### config.mk
export PLATFORM = sky130hd
export DESIGN_NAME = friscv_memfy_or_tracker
export DESIGN_NICKNAME = d
export VERILOG_FILES = /design/src/rtl/friscv_memfy_or_tracker.sv
export SDC_FILE = /design/constraint.sdc
export NUM_CORES = 1
export LEC_CHECK = 0
export ABC_AREA = 0
export BUFFER_PORTS_ARGS = -buffer_cell sky130_fd_sc_hd__buf_2
export CAP_MARGIN = 20
export CORE_AREA = 8 8 281 228
export DETAILED_ROUTE_END_ITERATION = 7
export DIE_AREA = 0 0 289 236
export SYNTH_ARGS = -nofsm -noshare
export SYNTH_HDL_FRONTEND = slang
export SYNTH_HIERARCHICAL = 1
export SYNTH_SLANG_ARGS = --single-unit
### constraint.sdc
create_clock -name aclk -period 9.61 [get_ports aclk]
set_input_delay 0.961 -clock aclk [delete_from_list [all_inputs] [get_ports aclk]]
set_output_delay 0.961 -clock aclk [all_outputs]
set_load 0.02 [all_outputs]
### src/rtl/friscv_memfy_or_tracker.sv
// ----------------------------------------------------------------------------
// friscv_memfy_or_tracker
//
// Tracks the outstanding AXI read and write requests of the memfy load/store
// unit. Each direction keeps an in-order ring of cache-block addresses. The
// collision flags let memfy hold back a request that would overtake a pending
// access of the other direction.
//
// Ports
//   aclk, aresetn, srst      clock, async active-low reset, sync active-high reset
//   req_valid/ready/wr/addr  memfy request handshake, direction and byte address
//   bvalid, bready           write response handshake (frees the oldest write)
//   rvalid, rready, rlast    read data handshake (last beat frees the oldest read)
//   wr_coll, rd_coll         a pending write/read conflicts with req_addr
//   wr_full, rd_full         table holds MAX_OR entries (registered)
//   pending_wr, pending_rd   an entry remains that is not being released now
//   wr_or_cnt, rd_or_cnt     entry counts (registered)
//   err_ovf, err_udf         sticky push-dropped / release-while-empty flags
// ----------------------------------------------------------------------------

// One direction's ring of outstanding block addresses.
module friscv_memfy_or_table #(
  parameter int MAX_OR = 8,
  parameter int BLK_W  = 28,
  parameter int CNT_W  = $clog2(MAX_OR + 1)
) (
  input  logic             aclk,
  input  logic             aresetn,
  input  logic             srst,
  input  logic             push,
  input  logic             pull,
  input  logic [BLK_W-1:0] req_blk,
  output logic             pending,
  output logic             hit,
  output logic             full,
  output logic [CNT_W-1:0] cnt,
  output logic             ovf_evt,
  output logic             udf_evt
);
  localparam int PTR_W = $clog2(MAX_OR);

  logic [MAX_OR-1:0] valid;
  logic [MAX_OR-1:0] eff;
  logic [BLK_W-1:0]  blk_mem [MAX_OR];
  logic [PTR_W-1:0]  head;
  logic [PTR_W-1:0]  tail;
  logic              empty;
  logic              at_max;
  logic              do_push;
  logic              do_pull;

  assign empty   = (cnt == '0);
  assign at_max  = (cnt == CNT_W'(MAX_OR));
  // A pull on an empty ring is ignored; a full ring accepts a push only when
  // the tail is released in the same cycle (the freed slot is the head slot).
  assign do_pull = pull & ~empty;
  assign do_push = push & (~at_max | pull);
  assign ovf_evt = push & at_max & ~pull;
  assign udf_evt = pull & empty;

  // The tail entry being released this cycle no longer counts as pending.
  // NOTE: every always_comb output gets a default first, so no latch is inferred.
  always_comb begin
    eff = valid;
    if (pull) eff[tail] = 1'b0;
  end

  assign pending = |eff;

  always_comb begin
    hit = 1'b0;
    for (int i = 0; i < MAX_OR; i++) begin
      if (eff[i] && (blk_mem[i] == req_blk)) hit = 1'b1;
    end
  end

  function automatic logic [PTR_W-1:0] ptr_inc(input logic [PTR_W-1:0] p);
    return (p == PTR_W'(MAX_OR - 1)) ? '0 : p + 1'b1;
  endfunction

  // NOTE: state uses non-blocking assignments; when head==tail (full ring with
  // push and pull) the later valid[head] write wins, leaving the slot valid.
  always_ff @(posedge aclk or negedge aresetn) begin
    if (!aresetn) begin
      valid <= '0;
      head  <= '0;
      tail  <= '0;
      cnt   <= '0;
      full  <= 1'b0;
    end else if (srst) begin
      valid <= '0;
      head  <= '0;
      tail  <= '0;
      cnt   <= '0;
      full  <= 1'b0;
    end else begin
      if (do_pull) begin
        valid[tail] <= 1'b0;
        tail        <= ptr_inc(tail);
      end
      if (do_push) begin
        valid[head] <= 1'b1;
        head        <= ptr_inc(head);
      end
      case ({do_push, do_pull})
        2'b10: begin
          cnt  <= cnt + 1'b1;
          full <= (cnt == CNT_W'(MAX_OR - 1));
        end
        2'b01: begin
          cnt  <= cnt - 1'b1;
          full <= 1'b0;
        end
        default: ;
      endcase
    end
  end

  // NOTE: the address storage has no reset; valid bits alone qualify its contents.
  always_ff @(posedge aclk) begin
    if (do_push) blk_mem[head] <= req_blk;
  end
endmodule

module friscv_memfy_or_tracker #(
  parameter int AXI_ORDERING = 1,
  parameter int MAX_OR       = 8,
  parameter int AXI_ADDR_W   = 32,
  parameter int MEM_BLOCK_W  = 128
) (
  input  logic                         aclk,
  input  logic                         aresetn,
  input  logic                         srst,
  input  logic                         req_valid,
  input  logic                         req_ready,
  input  logic                         req_wr,
  input  logic [AXI_ADDR_W-1:0]        req_addr,
  input  logic                         bvalid,
  input  logic                         bready,
  input  logic                         rvalid,
  input  logic                         rready,
  input  logic                         rlast,
  output logic                         wr_coll,
  output logic                         rd_coll,
  output logic                         wr_full,
  output logic                         rd_full,
  output logic                         pending_wr,
  output logic                         pending_rd,
  output logic [$clog2(MAX_OR+1)-1:0]  wr_or_cnt,
  output logic [$clog2(MAX_OR+1)-1:0]  rd_or_cnt,
  output logic                         err_ovf,
  output logic                         err_udf
);
  localparam int ADDR_LSB = $clog2(MEM_BLOCK_W / 8);
  localparam int BLK_W    = AXI_ADDR_W - ADDR_LSB;

  logic [BLK_W-1:0] req_blk;
  logic push_wr, push_rd, pull_wr, pull_rd;
  logic wr_hit, rd_hit;
  logic wr_ovf, rd_ovf, wr_udf, rd_udf;

  assign req_blk = req_addr[AXI_ADDR_W-1:ADDR_LSB];
  assign push_wr = req_valid & req_ready & req_wr;
  assign push_rd = req_valid & req_ready & ~req_wr;
  assign pull_wr = bvalid & bready;
  assign pull_rd = rvalid & rready & rlast;

  friscv_memfy_or_table #(.MAX_OR(MAX_OR), .BLK_W(BLK_W)) u_wr_table (
    .aclk    (aclk),
    .aresetn (aresetn),
    .srst    (srst),
    .push    (push_wr),
    .pull    (pull_wr),
    .req_blk (req_blk),
    .pending (pending_wr),
    .hit     (wr_hit),
    .full    (wr_full),
    .cnt     (wr_or_cnt),
    .ovf_evt (wr_ovf),
    .udf_evt (wr_udf)
  );

  friscv_memfy_or_table #(.MAX_OR(MAX_OR), .BLK_W(BLK_W)) u_rd_table (
    .aclk    (aclk),
    .aresetn (aresetn),
    .srst    (srst),
    .push    (push_rd),
    .pull    (pull_rd),
    .req_blk (req_blk),
    .pending (pending_rd),
    .hit     (rd_hit),
    .full    (rd_full),
    .cnt     (rd_or_cnt),
    .ovf_evt (rd_ovf),
    .udf_evt (rd_udf)
  );

  // Ordering policy: strict blocks on anything pending, block mode only on the
  // same cache block, relaxed never blocks.
  generate
    if (AXI_ORDERING == 0) begin : g_strict
      assign wr_coll = pending_wr;
      assign rd_coll = pending_rd;
    end else if (AXI_ORDERING == 1) begin : g_block
      assign wr_coll = wr_hit;
      assign rd_coll = rd_hit;
    end else begin : g_relaxed
      assign wr_coll = 1'b0;
      assign rd_coll = 1'b0;
    end
  endgenerate

  always_ff @(posedge aclk or negedge aresetn) begin
    if (!aresetn) begin
      err_ovf <= 1'b0;
      err_udf <= 1'b0;
    end else if (srst) begin
      err_ovf <= 1'b0;
      err_udf <= 1'b0;
    end else begin
      err_ovf <= err_ovf | wr_ovf | rd_ovf;
      err_udf <= err_udf | wr_udf | rd_udf;
    end
  end
endmodule

Word level (Yosys, flattened, before mapping). Memory sizes are Yosys's and may differ from the RTL's. Index checks and enable logic that the tools add are counted.

Register bits after elaboration: 40. Bits in writable memories: 448. Bits of input ports: 43. Word-level logic and storage cells: 183. Memories: 2.

Add/sub/neg operators: 8. Magnitude comparators: 8. Equality and inequality tests: 28. Mux-type cells: 60. Bitwise logic cells: 35. Reduce and logical (&&, ||, !) cells: 30.

Memory list: u_rd_table.blk_mem (words 8, bits a word 28, rd ports 8, clocked after memory_dff 0, write ports 1, RTL line 44) `logic [BLK_W-1:0] blk_mem [MAX_OR];`; u_wr_table.blk_mem (words 8, bits a word 28, rd ports 8, clocked after memory_dff 0, write ports 1, RTL line 44).

Operators with widths (number): 28-bit == test (16); 8-bit two-way mux (10); 3-bit two-way mux (12); 1-bit two-way mux (28); 1-bit logical AND (20); 1-bit AND (16); 8-bit AND (2); 3-bit by 4-bit less-than comparator with 1-bit output, second input constant (4); 8-bit NOT (2); 8-bit bitwise OR (2); 4-bit case mux with 2 select lines (2); 8-bit OR reduction (2); 3-bit by 1-bit adder with 3-bit output, second input constant (4); 1-bit demux with 3-bit select (4); 3-bit == test, second input constant (4); 3-bit by 1-bit >= comparator with 1-bit output, second input constant (4); 4-bit by 1-bit adder with 4-bit output, second input constant (2); 4-bit by 3-bit == test with 1-bit output, second input constant (2); 4-bit == test, second input constant (2); 4-bit logical NOT (2); 4-bit two-way mux (2); 2-bit nonzero test (4); 4-bit by 1-bit subtractor with 4-bit output, second input constant (2); 1-bit NOT (7); 5 further kinds (14).

Depth between registers and ports, before layout.
Depth in word-level cells: 16. Mapped depth: 11. Mapped depth without buffers: 9.

Modules after synthesis. The synthesis kept the hierarchy.

By module, submodules not included: friscv_memfy_or_table (u_wr_table) (times used 1, cells an instance 690, area each 10590.2 µm²); friscv_memfy_or_table (u_rd_table) (times used 1, cells an instance 684, area each 10467.5 µm²); friscv_memfy_or_tracker (times used 1, cells an instance 11, area each 93.8 µm²).

Least setup slack after synthesis. OpenSTA, ideal clock, no wires.

Path kind: input to register. Start: input bvalid. End: memory u_wr_table.blk_mem[4][0], enable pin. Setup time: 0.451 ns. Arrival: 3.400 ns. Required time: 9.159 ns. Setup slack: 5.760 ns. Stages: 4. Path buffers: 1. Cell sequence: and2_1 -> buf_4 -> o21ai_4 -> nor3_1.

Cells in the longest elaborated chain, start to end: 5.

Ends and longest elaborated chain: from (decl) (RTL line 138) `input logic bvalid,`; 1-bit AND (RTL line 165) `assign pull_wr = bvalid & bready;`; 1-bit bitwise OR (RTL line 57) `assign do_push = push & (~at_max | pull);`; 1-bit AND (RTL line 57); 1-bit two-way mux (RTL line 121) `if (do_push) blk_mem[head] <= req_blk;`; 1-bit two-way mux (not written as such) (RTL line 121); to (decl) (RTL line 44).

Every way passes these cells.

Final worst setup path.
Start: input bvalid. End: output wr_coll.

Cells in the longest elaborated chain, start to end: 11. Elaborated cells between the ends (all ways): 18. Classes of those cells: mux: 9; bitwise: 1; reduce/logical: 8.

Ends and longest elaborated chain: 1-bit AND * (RTL line 165); named net pull_wr (RTL line 158) `logic push_wr, push_rd, pull_wr, pull_rd;`; 8-bit two-way mux * (RTL line 65) `if (pull) eff[tail] = 1'b0;`; 1-bit logical AND (RTL line 73) `if (eff[i] && (blk_mem[i] == req_blk)) hit = 1'b1;`; 1-bit two-way mux (7 in a row) (RTL line 73); 1-bit two-way mux * (RTL line 73); to (decl) (RTL line 143) `output logic wr_coll,`.

The timed path passes the listed nets; every way through them passes the cells marked *.

==> metrics.txt <==
Die H=between 200 and 250 um; DRT iter0 DRCs=approximately 800; Area contributors post-synth=edfxtp_1 (64%), xnor2_1 (19%), dfrtp_1 (4.7%); skew final=between 15 and 20 ps; cts repair resizes=0; endpoints failing hold=0; CTS sink count=slightly below 500; unrepaired setup endpoints after global routing=no; FF-to-FF setup slack=between 6000 and 7000 ps; Area growth, synth to finish=14.36%; status=completed; share of layout cells above drive strength 1=0.1267; clock-pin slew on the worst setup and hold paths=approximately 60 ps; Final Setup Violations=0; top-count cell post-synth=xnor2_1; Post-synth ARST share=0.08197; syn_nets=roughly 1400; crit path max fanout=11; drt pass-1 iters=5; Die ar.=just under 70000 um2; Synth top cells by count=xnor2_1 (454), edfxtp_1 (448), nand4_1 (117); antenna violations before repair=1; cell taking the most area after synthesis=edfxtp_1; Worst setup EP type=output port; fin nets=roughly 1500; largest net degree at the start of global routing=41; total wire length=~48000 um; YS warnings=6; Seq/Total Area, Yosys=0.6833; PortBufs=54; crit path DAT=3460 ps; Final Non-Filler Cells=about 2300; # diodes=0; Netlist cell types=between 50 and 60; worst reg2reg startpoint=u_wr_table/cnt[2]$_DFFE_PN0P_; io pins=between 50 and 60; max-cap check violation count=0; max frequency=roughly 230 MHz; Period minus WS final=between 4000 and 5000 ps; total track usage=0.1380; crit start category=input port; crit path from=bvalid; Worst EP required=between 8000 and 9000 ps; grt total ovfl=0; Vias/cell=just under 5; CTS buffer count=slightly below 50; reg2reg end=u_wr_table/cnt[3]$_DFFE_PN0P_; leakage=about 7.5 nW; Post-CTS Hold Buffers=0; first-pass GRT wire length=around 70000 um; htree depth=2; EDFF count, synth=448; Die Width=289 um; FF+latch count, synth=488; number of routed nets with antenna violations=0; DP Cell Count=about 2200; CTS max path bufs=3; Worst-Skew Late Latency=roughly 600 ps; core outline area=between 50000 and 60000 um2; R2R cell count=8; measured slew at the worst slew-check pin=~1000 ps; power density over the cells=~180 nW/um2; Period Utilization, post-route=0.4599; fin. max-slew vios=0; setup_tns=0 ps; Mapped Cells=around 1400; syn avg cell area=about 15 um2; HPWL Detailed=~25000 um; CTS tree=done; type of the most critical hold path=input port to async pin; Root Driver=clkbuf_16; gp weighted congestion=0.7729; Initial Util=0.3569; DR WL/cell=between 20 and 25 um; Synth Flop Type=edfxtp_1; Rows=80; peak supply drop=~0.11 mV; relative slew slack=0.2960; vias in the first global route=~11000; via count=between 10000 and 15000; DRC Markers=0; top cell type's share of synthesized area=0.6360; synthesized area=approximately 21000 um2; kind of critical path=input port to output port; post-CTS setup buffers=0
[critical path, cell delays in order]
cell and delay, ps:
buf_2 70, and2_1 520, nand2b_1 170, o21ai_0 850, nor4_1 170, a22oi_1 350
nand4_1 170, buf_2 190
[metrics by stage]
step | hold slack [ps] | setup slack (ps) | util | cell area [um2] | power [mW]
finish | 199.9 | 5190 | 0.4082 | 24190 | 4.471
detailed placement | 499.6 | 5267 | 0.3773 | 22360 | 2.697
global route | 188.2 | 5111 | 0.4082 | 24190 | 4.632
global placement | 479.8 | 5283 | 0.3773 | 22360 | 2.692
floorplan | 480.9 | 5760 | - | 21150 | 2.578
CTS | 514.0 | 5263 | 0.4027 | 23870 | 4.530
[cells in the final DEF (no fill, tap or decap), types with 8 or more instances in the layout]
cell,Yosys,layout
a21oi_1,21,21
a22oi_1,8,8
buf_16,0,11
buf_2,29,54
buf_4,1,34
clkbuf_1,33,12
clkbuf_16,0,49
clkinv_1,0,11
clkinv_2,0,11
dfrtp_1,40,40
edfxtp_1,448,448
ha_1,12,12
inv_1,12,12
nand2_1,25,25
nand2b_1,10,10
nand4_1,117,117
nor2_1,32,30
nor4_1,34,34
o21ai_0,22,22
xnor2_1,454,454
[power breakdown]
part / switching, mW / internal, mW / total, mW
clock: 0.800 / 1.02 / 1.82
combinational: 0.188 / 0.109 / 0.297
sequential: 0.0164 / 2.34 / 2.35
total: 1.00 / 3.47 / 4.47
[worst max-delay path by stage]
stage | end | slack, ps | depth (start not counted)
2_1_floorplan | u_wr_table/blk_mem[4][0]$_DFFE_PP_ | 5760 | 4
3_3_place_gp | wr_coll | 5280 | 8
3_5_place_dp | wr_coll | 5270 | 8
4_1_cts | wr_coll | 5260 | 8
5_1_grt | wr_coll | 5110 | 8
6_report | wr_coll | 5190 | 8
[state kept, by name (all words and copies together) (netlist names), 3 cells and up]
name / count
u_wr_table/tail: 3
u_wr_table/valid: 8
u_rd_table/head: 3
u_rd_table/valid: 8
u_rd_table/cnt: 4
u_rd_table/blk_mem: 224
u_wr_table/head: 3
u_wr_table/cnt: 4
u_wr_table/blk_mem: 224
u_rd_table/tail: 3
[kinds of logic after synthesis]
logic type,after synthesis,share of synthesized area
flops,488,0.6833
xor+xnor,454,0.1880
simple gates,261,0.07193
compound gates,83,0.02804
buf+inv,79,0.01680
fa+ha+maj,14,0.008991
mux,6,0.002899
[metal layers]
metal | up-vias | routed length [um] | GRT usage
li1 | 5247 | - | -
met5 | - | 11 | 0
met1 | 5782 | 23130 | 0.2049
met4 | 2 | 762 | 0.03350
met2 | 257 | 21170 | 0.2074
met3 | 57 | 2619 | 0.02441
[layout make-up]
class	count	area (um2)
fillers	5435	35070
flip-flops and latches	488	14450
multi-input cells	818	6361
repair buffers	100	848.3
inverters	12	45.04
clock inverters	28	234.0
well taps	779	974.7
clock buffers	61	1271
No activity file was read; power rests on OpenSTA's default activity.
